### src/rtl/csa_pkg.sv
// Shared definitions for the pipelined carry-skip adder.
// Default widths, stage-count helper and the stage payload record.
package csa_pkg;

  localparam int CSA_WIDTH          = 16;
  localparam int CSA_BLK            = 4;
  localparam int CSA_BLKS_PER_STAGE = 2;

  // Pipeline depth: one register bank per group of skip blocks.
  function automatic int csa_num_stages(input int width, input int blk, input int bps);
    int nblk;
    nblk = width / blk;
    return (nblk + bps - 1) / bps;
  endfunction

  // Stage payload at the default width (valid, partial sum, boundary carry).
  typedef struct packed {
    logic                 vld;
    logic [CSA_WIDTH-1:0] sum;
    logic                 cry;
  } csa_stage_t;

endpackage

### src/rtl/carry_skip_blk.sv
// Combinational BLK-bit ripple block with carry-skip mux.
// When every bit propagates, the block's carry-in bypasses the ripple.
module carry_skip_blk #(
  parameter int BLK = 4
) (
  input  logic [BLK-1:0] a,
  input  logic [BLK-1:0] b,
  input  logic           cin,
  output logic [BLK-1:0] s,
  output logic           cout,
  output logic           pall
);

  logic           rc;

  assign pall      = &(a ^ b);
  assign {rc, s}   = {1'b0, a} + {1'b0, b} + {{BLK{1'b0}}, cin};
  assign cout      = pall ? cin : rc;

endmodule

### src/rtl/pipelined_carry_skip_adder.sv
// Pipelined carry-skip adder: Y = A + B + carryin, register bank after
// every BLKS_PER_STAGE skip blocks, valid/ready on both sides.
// Optional macro CSA_OVF_FLAG_EN adds a registered signed-overflow output.
module pipelined_carry_skip_adder
  import csa_pkg::*;
#(
  parameter int WIDTH          = CSA_WIDTH,
  parameter int BLK            = CSA_BLK,
  parameter int BLKS_PER_STAGE = CSA_BLKS_PER_STAGE
) (
  input  logic             clk,
  input  logic             rst_n,
  input  logic             in_valid,
  output logic             in_ready,
  input  logic [WIDTH-1:0] A,
  input  logic [WIDTH-1:0] B,
  input  logic             carryin,
  output logic             out_valid,
  input  logic             out_ready,
  output logic [WIDTH-1:0] Y,
  output logic             carryout
`ifdef CSA_OVF_FLAG_EN
  ,
  output logic             ovf
`endif
);

  localparam int NUM_BLK = WIDTH / BLK;
  localparam int STAGES  = csa_num_stages(WIDTH, BLK, BLKS_PER_STAGE);

  if ((WIDTH % BLK) != 0 || BLKS_PER_STAGE < 1) begin : g_bad_cfg
    $error("pipelined_carry_skip_adder: WIDTH must be a multiple of BLK and BLKS_PER_STAGE >= 1");
  end

  // index k = stage k: s* is the stage's source, n* its result, r* its register bank
  logic [STAGES:1]            vld_pipe, ld, sv;
  logic [STAGES:1][WIDTH-1:0] ra, rb, rs, sa, sb, ss, ns, msk, keep;
  logic [STAGES:1]            rc, sc, nc;
  logic [WIDTH-1:0]           bs;
  logic [NUM_BLK-1:0]         bpall;

  // skip blocks; block j belongs to stage j/BLKS_PER_STAGE+1
  for (genvar j = 0; j < NUM_BLK; j++) begin : g_blk
    localparam int K = j / BLKS_PER_STAGE + 1;
    logic ci, co, pl;
    if (j % BLKS_PER_STAGE == 0) begin : g_first
      assign ci = sc[K];
    end else begin : g_chain
      assign ci = g_blk[j-1].co;
    end
    carry_skip_blk #(.BLK(BLK)) u_blk (
      .a    (sa[K][j*BLK +: BLK]),
      .b    (sb[K][j*BLK +: BLK]),
      .cin  (ci),
      .s    (bs[j*BLK +: BLK]),
      .cout (co),
      .pall (pl)
    );
    assign bpall[j] = pl;
  end

  // per-stage source selection, result merge and load enable
  for (genvar k = 1; k <= STAGES; k++) begin : g_stg
    localparam int FB = (k - 1) * BLKS_PER_STAGE;
    localparam int LB = ((k * BLKS_PER_STAGE < NUM_BLK) ? k * BLKS_PER_STAGE : NUM_BLK) - 1;
    assign msk[k]  = ({WIDTH{1'b1}} << (FB * BLK)) & ~({WIDTH{1'b1}} << ((LB + 1) * BLK));
    assign keep[k] = {WIDTH{1'b1}} << ((LB + 1) * BLK);
    if (k == 1) begin : g_src_in
      assign sa[k] = A;
      assign sb[k] = B;
      assign ss[k] = '0;
      assign sc[k] = carryin;
      assign sv[k] = in_valid;
    end else begin : g_src_reg
      assign sa[k] = ra[k-1];
      assign sb[k] = rb[k-1];
      assign ss[k] = rs[k-1];
      assign sc[k] = rc[k-1];
      assign sv[k] = vld_pipe[k-1];
    end
    assign ns[k] = (ss[k] & ~msk[k]) | (bs & msk[k]);
    // stage-level skip: whole stage propagating passes its carry-in straight out
    assign nc[k] = (&bpall[LB:FB]) ? sc[k] : g_blk[LB].co;
    // a bank can load unless it and every bank after it is full and the output is stalled
    assign ld[k] = out_ready | ~(&vld_pipe[STAGES:k]);
  end

  // register banks; payload only updates on a valid load so Y holds between results
  always_ff @(posedge clk or negedge rst_n) begin
    if (!rst_n) begin
      vld_pipe <= '0;
      ra       <= '0;
      rb       <= '0;
      rs       <= '0;
      rc       <= '0;
    end else begin
      for (int k = 1; k <= STAGES; k++) begin
        if (ld[k]) begin
          vld_pipe[k] <= sv[k];
          if (sv[k]) begin
            ra[k] <= sa[k] & keep[k];
            rb[k] <= sb[k] & keep[k];
            rs[k] <= ns[k];
            rc[k] <= nc[k];
          end
        end
      end
    end
  end

  assign in_ready  = ld[1];
  assign out_valid = vld_pipe[STAGES];
  assign Y         = rs[STAGES];
  assign carryout  = rc[STAGES];

  // the last bank never carries operand bits onward; synthesis trims it
  logic unused_bits;
  assign unused_bits = ^{ra[STAGES], rb[STAGES]};

`ifdef CSA_OVF_FLAG_EN
  logic ovf_nxt;
  assign ovf_nxt = sa[STAGES][WIDTH-1] ^ sb[STAGES][WIDTH-1] ^ ns[STAGES][WIDTH-1] ^ nc[STAGES];

  // overflow flag registered with the last bank, same stall behaviour as Y
  always_ff @(posedge clk or negedge rst_n) begin
    if (!rst_n)                       ovf <= 1'b0;
    else if (ld[STAGES] && sv[STAGES]) ovf <= ovf_nxt;
  end
`endif

endmodule

### config.mk
export PLATFORM = sky130hd
export DESIGN_NAME = pipelined_carry_skip_adder
export DESIGN_NICKNAME = d
export VERILOG_FILES = /design/src/rtl/csa_pkg.sv /design/src/rtl/carry_skip_blk.sv /design/src/rtl/pipelined_carry_skip_adder.sv
export SDC_FILE = /design/constraint.sdc
export NUM_CORES = 1
export LEC_CHECK = 0
export BUFFER_PORTS_ARGS = -buffer_cell sky130_fd_sc_hd__buf_2
export CELL_PAD_IN_SITES_DETAIL_PLACEMENT = 2
export CELL_PAD_IN_SITES_GLOBAL_PLACEMENT = 2
export CORE_MARGIN = 2
export CORE_UTILIZATION = 37
export CTS_CLUSTER_DIAMETER = 30
export CTS_CLUSTER_SIZE = 25
export DETAILED_ROUTE_END_ITERATION = 10
export PLACE_DENSITY = 0.95
export SYNTH_ARGS = -nofsm -noshare
export SYNTH_HDL_FRONTEND = slang
export SYNTH_SLANG_ARGS = --single-unit
### constraint.sdc
create_clock -name clk -period 4.6 [get_ports clk]
set_input_delay 0.46 -clock clk [delete_from_list [all_inputs] [get_ports clk]]
set_output_delay 0.46 -clock clk [all_outputs]
set_load 0.005 [all_outputs]
==> summary.txt <==
status - finished clean
TritonCTS clock tree - done
CTS H-tree depth - 2
cells after synthesis - 190
Overall Global Routing Usage - 17.44%
post-layout min period - 3.012 ns
Syn Area/Cell - 12.15 um2
standard-cell rows - 28
Synth Net Count - 251
# IOs - 56
Synth cell types - 35
WP data required - 4.75 ns
total CTS buffers - 5
Clock Path Buffers - 2
clk_lat worst skew - 0.30 ns
Post-DRT Antenna Nets - 0
DRC viols - 0
count leader, synth - dfrtp_1
Arr. time, crit path - 3.16 ns
Tcrit/Tclk final - 65.49%
Worst Setup End Kind - flip-flop
FILL cells - 630
Achievable Freq - 332.0 MHz
Area growth syn-to-layout - 18.43%
core area - 5991 um2
1st-iter DRT viols - 35
Startpoint Class - flip-flop
Setup Skew - 0.009556 ns
Worst Path Max Fanout - 3
port bufs - 55
ratio of cells with drive above 1 in the final layout - 37.90%
Pleak - 1.338 nW
CP max stage cell - dfrtp_1
Post-synth EDFFs - 0
#FFs+latches synth - 44
top cells by area, synth - dfrtp_1 48%, mux2_2 14%, ha_1 8.7%, fa_1 6.9%, o21ai_0 3.0%
pwr dens - 420.6 nW/um2
max cap viols - 0
warning count from the yosys run - 0
final setup TNS - 0 ns
Avg WL per Cell - 16.83 um
Mapped Area - 2308 um2
most instantiated cells after synthesis - 44 x dfrtp_1, 28 x mux2_2, 16 x ha_1, 16 x inv_1, 16 x nand2_1
buffer count from post-CTS setup fixing - 0
Initial Util - 38.53%
clock slew seen by the registers of the worst setup and hold paths - 0.08 ns
largest net degree at the start of global routing - 45
Critical Path Most Common Cell - fa_1
WS Path Type - flip-flop to flip-flop
CTS sink cnt - 44
routability cong. - 0.7481
final setup vio count - 0
Worst Hold Class - primary input to asynchronous set/reset pin
Routed WL - 5436 um
Pwr Total - 0.001150 W
Remaining Overflow, GRT - 0
DPL Wire Length - 4175 um
RSZ-0062 raised after global routing - false
die area - 6887 um2
Die X - 82.99 um
cell accounting for the most synthesized area - dfrtp_1
Hold Violations, Final - 0
clock root buffer - clkbuf_8
post-DR vias/cell - 5.056
Hold Buf Count CTS - 0
post-synthesis sequential area ratio - 47.70%
post-cts gate resize count - 0
Worst Tran Pin Value - 0.9765 ns
vias - 1633
crit path cell chain - inv_1 -> fa_1 -> inv_1 -> fa_1 -> a211oi_1 -> nand2_1 -> and3_1 -> fa_1 -> inv_1 -> fa_1 -> nor2b_1 -> o21ai_0 -> and3b_1 -> o31ai_1
antenna violations before repair - 0
fraction of registers with async set/reset - 100.0%
slowest stage delay, CP - 0.44 ns
Worst VDD drop - 146.3 uV
Die H - 82.99 um
Slew Viols, Final - 0
Pre-antenna DRT Iters - 3
Final nets - 309
Slew headroom - 34.90%
Primary FF master, synth - dfrtp_1
Synth top area share - 47.70%
first-pass GRT wire length - 9446 um
vias in the first global route - 1983
diode count - 0
-- registers in the layout, summed over array words and instances, names as in the netlist --
register / flops
Y: 16
ra: 8
rb: 8
rs: 8
rc: 2
vld_pipe: 2
-- power by group --
| part | internal (W) | switching (W) | total, W |
|---|---|---|---|
| Clock | 0.000103 | 0.000127 | 0.000230 |
| Sequential | 0.000488 | 0.0000600 | 0.000548 |
| Combinational | 0.000192 | 0.000180 | 0.000371 |
-- per-stage QoR --
step / instances / setup slack, ns / cell area (um2) / util, % / hold WS, ns
3_5_place_dp: 316 / 1.431 / 2656 / 44.34 / 0.4707
6_report: 323 / 1.588 / 2734 / 45.63 / 0.3167
4_1_cts: 323 / 1.547 / 2734 / 45.63 / 0.3634
2_1_floorplan: 190 / 1.807 / 2308 / - / 0.1644
3_3_place_gp: 316 / 1.555 / 2656 / 44.34 / 0.4580
5_1_grt: 323 / 1.348 / 2734 / 45.63 / 0.3782
-- critical path, delay by kind of cell, from the launching register on --
family | cells | cell delay, ns
buffers and inverters | 3 | 0.25
adder cells (fa/ha/maj) | 4 | 1.19
AND/OR/NAND/NOR | 4 | 0.51
AO/OA/AOI/OAI | 3 | 0.49
flip-flops | 1 | 0.44
-- layout by cell type, fill, tap and decap left out, drive strengths merged, types with 3 or more instances in the layout --
cell / synthesis / routed
buf: 4 / 56
dfrtp: 44 / 44
mux2: 28 / 28
inv: 16 / 16
nand2: 16 / 16
ha: 16 / 16
o21ai: 14 / 14
fa: 8 / 8
clkbuf: 1 / 6
nor2b: 4 / 4
o31ai: 4 / 4
xor2: 4 / 4
nand2b: 3 / 3
a21oi: 3 / 3
and3: 3 / 3
-- kinds of logic after synthesis --
kind of cell / share of synthesized area (%)
flip-flops: 47.70
AND/OR/NAND/NOR: 8.998
AO/OA/AOI/OAI: 7.913
multiplexers: 13.66
adder cells (fa/ha/maj): 15.61
buffers and inverters: 3.848
XOR/XNOR: 2.276
-- metal layers --
| layer | wire (um) | share of wire [%] | track usage [%] | vias to the layer above |
|---|---|---|---|---|
| met5 | 0 | 0 | 0 | - |
| met4 | 63 | 1.2 | 4.918 | 0 |
| met3 | 301 | 5.5 | 5.070 | 5 |
| met2 | 3095 | 57 | 33.94 | 38 |
| met1 | 1976 | 36 | 17.86 | 829 |
| li1 | - | - | - | 761 |
-- path summary, 6_finish.rpt --
path / start / endpoint / slack [ns] / depth (start not counted)
worst max register to register: rc[1] / rc[2] / 1.59 / 14
worst min-delay path: rst_n / Y[13] / 0.32 / 1
worst min register to register: Y[15] / Y[15] / 0.49 / 2
worst max-delay path: rc[1] / rc[2] / 1.59 / 14
max in group asynchronous: rst_n / Y[11] / 3.68 / 1
min in group clk: B[14] / rb[14] / 0.39 / 2
-- final cells by class --
class,count,area (um2),area share [%]
clock buffers,6,72.57,2.654
clock inverters,1,5.005,0.1831
inverters,16,60.06,2.197
multi-input cells,125,1119,40.92
flip-flops and latches,44,1101,40.27
well taps,75,93.84,3.432
repair buffers,56,282.8,10.34
Note: power is estimated with default switching activity, not from simulation.
